--- src/rtl/rx_uart.sv ---
// rx_uart: 8N1 serial receiver (1 start, 8 data LSB first, 1 stop, no parity).
// The bit period is a runtime value shared with tx_uart and is latched at frame start.
//
// Ports:
//   clk           system clock, rising edge
//   rst_n         asynchronous active-low reset
//   cycles[27:0]  clock cycles per bit (>= 4), latched on start-bit detection
//   rx_line       asynchronous serial input, idle high
//   read_enable   consumer pop; clears data_valid, framing_error, overrun
//   read_data     last correctly received byte
//   data_valid    an unread byte is held in read_data
//   framing_error sticky: a stop bit was sampled low
//   overrun       sticky: a byte completed while data_valid was already high
module rx_uart (
  input  logic        clk,
  input  logic        rst_n,
  input  logic [27:0] cycles,
  input  logic        rx_line,
  input  logic        read_enable,
  output logic [7:0]  read_data,
  output logic        data_valid,
  output logic        framing_error,
  output logic        overrun
);

  typedef enum logic [2:0] {
    IDLE,
    START,
    DATA,
    STOP,
    WAIT_HIGH
  } state_t;

  state_t      state, state_n;
  logic        sync1, rx_s;
  logic [27:0] cnt, cnt_n;
  logic [27:0] cyc_l, cyc_l_n;
  logic [2:0]  idx, idx_n;
  logic [7:0]  shreg, shreg_n;
  logic [7:0]  read_data_n;
  logic        dv_n, fe_n, ov_n;

  // Two-flop synchronizer; resets to the idle (high) line level.
  always_ff @(posedge clk or negedge rst_n) begin
    if (!rst_n) begin
      sync1 <= 1'b1;
      rx_s  <= 1'b1;
    end else begin
      sync1 <= rx_line;
      rx_s  <= sync1;
    end
  end

  always_ff @(posedge clk or negedge rst_n) begin
    if (!rst_n) begin
      state         <= IDLE;
      cnt           <= '0;
      cyc_l         <= '0;
      idx           <= '0;
      shreg         <= '0;
      read_data     <= '0;
      data_valid    <= 1'b0;
      framing_error <= 1'b0;
      overrun       <= 1'b0;
    end else begin
      state         <= state_n;
      cnt           <= cnt_n;
      cyc_l         <= cyc_l_n;
      idx           <= idx_n;
      shreg         <= shreg_n;
      read_data     <= read_data_n;
      data_valid    <= dv_n;
      framing_error <= fe_n;
      overrun       <= ov_n;
    end
  end

  always_comb begin
    state_n     = state;
    cnt_n       = (cnt == '0) ? cnt : cnt - 28'd1;
    cyc_l_n     = cyc_l;
    idx_n       = idx;
    shreg_n     = shreg;
    read_data_n = read_data;
    // Pop clears first; any set event below overrides it on the same edge.
    dv_n        = data_valid    & ~read_enable;
    fe_n        = framing_error & ~read_enable;
    ov_n        = overrun       & ~read_enable;

    case (state)
      IDLE: begin
        if (!rx_s) begin
          cyc_l_n = cycles;
          cnt_n   = (cycles >> 1) - 28'd1;
          state_n = START;
        end
      end
      START: begin
        if (cnt == '0) begin
          if (!rx_s) begin
            cnt_n   = cyc_l - 28'd1;
            idx_n   = '0;
            state_n = DATA;
          end else begin
            state_n = IDLE;
          end
        end
      end
      DATA: begin
        if (cnt == '0) begin
          shreg_n[idx] = rx_s;
          cnt_n        = cyc_l - 28'd1;
          if (idx == 3'd7) begin
            state_n = STOP;
          end else begin
            idx_n = idx + 3'd1;
          end
        end
      end
      STOP: begin
        if (cnt == '0) begin
          if (rx_s) begin
            if (data_valid && !read_enable) begin
              ov_n = 1'b1;
            end else begin
              read_data_n = shreg;
              dv_n        = 1'b1;
            end
            state_n = IDLE;
          end else begin
            fe_n    = 1'b1;
            state_n = WAIT_HIGH;
          end
        end
      end
      WAIT_HIGH: begin
        if (rx_s) begin
          state_n = IDLE;
        end
      end
      default: state_n = IDLE;
    endcase
  end

endmodule
--- config.mk ---
export PLATFORM = sky130hd
export DESIGN_NAME = rx_uart
export DESIGN_NICKNAME = d
export VERILOG_FILES = /design/src/rtl/rx_uart.sv
export SDC_FILE = /design/constraint.sdc
export NUM_CORES = 1
export LEC_CHECK = 0
export BUFFER_PORTS_ARGS = -buffer_cell sky130_fd_sc_hd__buf_4
export CAP_MARGIN = 20
export CORE_AREA = 5 5 120 122
export DETAILED_ROUTE_END_ITERATION = 7
export DIE_AREA = 0 0 125 127
export GPL_TIMING_DRIVEN = 0
export PLACE_DENSITY = 0.66
export SLEW_MARGIN = 30
export SYNTH_ARGS = -nofsm -noshare
export SYNTH_HDL_FRONTEND = slang
export SYNTH_SLANG_ARGS = --single-unit
export TNS_END_PERCENT = 100
--- constraint.sdc ---
create_clock -name clk -period 4.18 [get_ports clk]
set_clock_uncertainty 0.2 [all_clocks]
set_input_delay 0.627 -clock clk [delete_from_list [all_inputs] [get_ports clk]]
set_output_delay 0.627 -clock clk [all_outputs]
set_load 0.01 [all_outputs]
==> results.txt <==
The logic depth of the worst register-to-register path came out at 9. The utilization of the core after routing came out at 46.0%. The total number of clock tree sinks came out at 83. Per report_power, the combinational group accounts for 16.5% of the total.

Synthesis inferred 83 register bits. The worst path in the final design needs a cycle of 3.57 ns, including I/O delays and setup. The number of cells in the design after placement came out at 825. The number of gates given a new drive strength after cts came out at 0. In this run the power density over the cells is 346 nW/um^2. Setup repair after global routing left no endpoint under its margin. The initial utilization of the core area, before any placement, comes to 39.6%.

The clock reaches the later pin of the worst-skew pair after 0.35 ns. The mapped cell area came out at 5180 sq um. The number of design-rule violations left by the first detailed-router iteration is 385. The final setup violation count came out at 0.

The vias after detailed routing is 4763. The filler-free cell count of the finished design came out at 841. The antenna diode count came out at 0.

The post-detailed-routing wire length is 14400 um. The simple-gate share of the synthesized area is 28.2%. The run finished with clean final reports. Static timing analysis puts the maximum clock frequency at 280 MHz. The period utilization is 85.4%. The number of different library cells in the post-synthesis netlist is 59.

The area of the core is 13100 sq um. The clock power share is 37.5%. The count of buffers added on input and output ports is 42. The via count of the first global-routing pass is 4659. The per-instance average area after synthesis came out at 8.54 sq um.

Headroom to the max-slew limit came out at 39.6%. The share of synthesized area occupied by flip-flops and latches came out at 40.1%. The last weighted congestion value of the routability-driven placer came out at 0.911.

The worst-case IR drop observed on VDD is 0.000222 V. The number of placement rows is 42. Of the post-synthesis cell area, the part taken by muxes is 4.47%.

The overflow left after global routing came out at 0. The number of buffer and inverter instances along the worst setup path came out at 3. In this run the post-CTS setup repair buffer count came out at 0. In this run the deepest clock path goes through 2 buffers.

The final design instance area without fill is 6020 sq um. The average routed wire per standard cell came out at 17.1 um. The hold violation total from the final report came to 0. For the worst setup path, the data required time is 4.18 ns.

The type of the setup path with the least slack is reg2reg. Counting flops with an async set or reset pin after synthesis yields a share of 100%. The critical path runs through a total of 9 cells. Clock-pin slew was measured on the worst setup and hold paths at 0.06 ns.

The ratio of cells with drive above 1 in the final layout is 12.9%. The H-tree level count came out at 3. Synthesis produced 607 cells. TritonCTS built the clock tree. In this run the vertical extent of the chip is 127 um. The TritonCTS buffer count came out at 9.

The overall power after layout is 2.08 mW. The Yosys warning count is 0. The placement-stage cell area came out at 5740 sq um. Compared with the post-synthesis result, the final layout area differs by 16.1%. Walking the worst path, the cells encountered are or3_1 -> clkbuf_2 -> or4_1 -> clkbuf_2 -> nor3_2 -> clkbuf_1 -> nand2_1 -> a21boi_0 -> o221ai_1. The leakage power is 2.44 nW. At the end of the flow, the number of nets in the layout was 698. The most common cell type on the critical path is sky130_fd_sc_hd__clkbuf_2. The post-route DRC violation count came out at 0.

After synthesis, the largest family of logic cells by area is simple AND/OR/NAND/NOR gates. The maximum number of pins on one net before global-route repair is 84. The die covers 15900 sq um. For this design the total switching power over the nets is 0.590 mW.

Summing the areas of all compound-gate instances in the mapped netlist gives 11.9% of the synthesized area. In the final timing run, aggregate negative setup slack is 0 ns. Pin placement for this block handled 43 I/O pins. In this run the worst hold path is classified as in2async. At the pin with the least slew margin, the transition time is 0.905 ns.

The sort of element at the start of the critical path is a flop. The stage delay of the slowest cell on the critical path is 0.53 ns. Counting flops with a built-in enable in the synthesized netlist gives 0. The adder and majority gate portion of the synthesized area is 1.45%. After legalization and detailed placement, the total HPWL measured 10900 um. The worst setup path is captured at a flop.

The cell family contributing the most delay on the critical path is simple AND/OR/NAND/NOR gates. The sequential fraction of design power is 46.0%. Once detail routing completed, the nets flagged for antenna violations numbered 0. On the critical path, the stage with the largest delay is an instance of sky130_fd_sc_hd__nor3_2. The dominant register cell in the synthesized netlist is sky130_fd_sc_hd__dfrtp_1. The net count after synthesis is 645. The arrival time at the worst endpoint came out at 3.57 ns. The fraction of synthesized cell area in xor and xnor cells came out at 11.2%. The first global-routing pass estimated 23900 um of wire.

Measured along the x axis, the die boundary spans 125 um. The overall fraction of global-route tracks in use is 18.6%. In this run the worst path has a maximum fanout of 10. The initial antenna violation count is 0.

The first detailed-routing pass ran for 5 iterations. The net switching fraction of the power came out at 28.4%. The hold buffer count at cts is 0.

The cell at the root of the clock tree is sky130_fd_sc_hd__clkbuf_16. The count of final max-slew check failures is 0. The internal power came out at 1.49 mW. The via density per instance is 5.66. The tool flagged a number of max-cap violations equal to 0.
cells in the mapped netlist (all sizes together), types with 11 or more instances:
cell type / n / share of area [%]
nor4: 20 / 2.5
o221ai: 16 / 2.8
nor2: 55 / 4.0
nor3: 33 / 3.3
inv: 12 / 0.87
mux2: 17 / 3.7
a21oi: 13 / 1.3
o21ai: 17 / 1.6
clkbuf: 19 / 1.4
dfrtp: 81 / 39
nand2: 129 / 9.3
xnor2: 35 / 5.9
xor2: 31 / 5.2
nand3: 14 / 1.4
or3: 11 / 1.4
worst paths after layout:
check,to,slack (ns),startpoint
worst max-delay path,cnt[2],0.61,cnt[8]
worst min-delay path,cyc_l[5],0.12,rst_n
worst max register to register,cnt[2],0.61,cnt[8]
worst min register to register,rx_s,0.16,sync1
max in group asynchronous,cyc_l[23],3.09,rst_n
min in group clk,rx_s,0.16,sync1
flip-flops by register name, indices dropped and copies added, names as in the netlist:
register	count
rx_s	1
state	3
overrun	1
cyc_l	28
framing_error	1
shreg	8
idx	3
cnt	28
data_valid	1
read_data	8
sync1	1
per-layer routing:
layer  global-route usage [%]  routed length (um)  vias to the layer above
met4                     7.72                 352                        0
met3                     3.42                 965                       26
met5                        0                   0                        -
met2                     28.5                6400                      172
met1                     26.1                6680                     2281
li1                         -                   -                     2284
cell type report:
class / instances / area, sq um
buffer: 24 / 93.8
timing repair buffer: 42 / 319
clock inverter: 3 / 40.0
sequential: 83 / 2080
tap: 176 / 220
inverter: 12 / 45.0
clock buffer: 13 / 240
fill: 1261 / 7070
multi-input combinational: 488 / 2980
power groups by stage:
stage	Combinational (mW)	Sequential (mW)	Clock [mW]
after floorplan	0.229	0.949	0
after global placement	0.330	0.965	0
after detailed placement	0.335	0.968	0
after CTS	0.339	0.955	0.799
after global routing	0.381	0.968	0.836
final	0.344	0.957	0.780
stage by stage:
step | hold WS [ns] | setup WS [ns]
detailed placement | 0.147 | 0.683
global placement | 0.151 | 0.721
finish | 0.117 | 0.611
floorplan | 0.131 | 1.13
global route | 0.162 | 0.274
CTS | 0.160 | 0.651
placed cells by master (no fill, tap or decap), drive strengths merged, types with 5 or more instances in the layout:
cell type / count
buf: 47
or4: 8
inv: 12
nand3: 14
nor3: 33
nor2: 55
a21oi: 13
nor4: 20
xnor2: 35
o221ai: 16
clkbuf: 32
xor2: 31
dfrtp: 81
nand2: 129
or3: 11
mux2: 17
and3: 6
o22ai: 6
a31oi: 5
ha: 6
nand2b: 5
nand4: 7
o21ai: 17
logic make-up after synthesis:
family,after synthesis
AOI/OAI and AO/OA,88
adders and majority gates,6
and+or+nand+nor,307
buffers and inverters,36
DFF,83
muxes,21
xor gates and xnor gates,66
No activity file was read; power rests on OpenSTA's default activity.
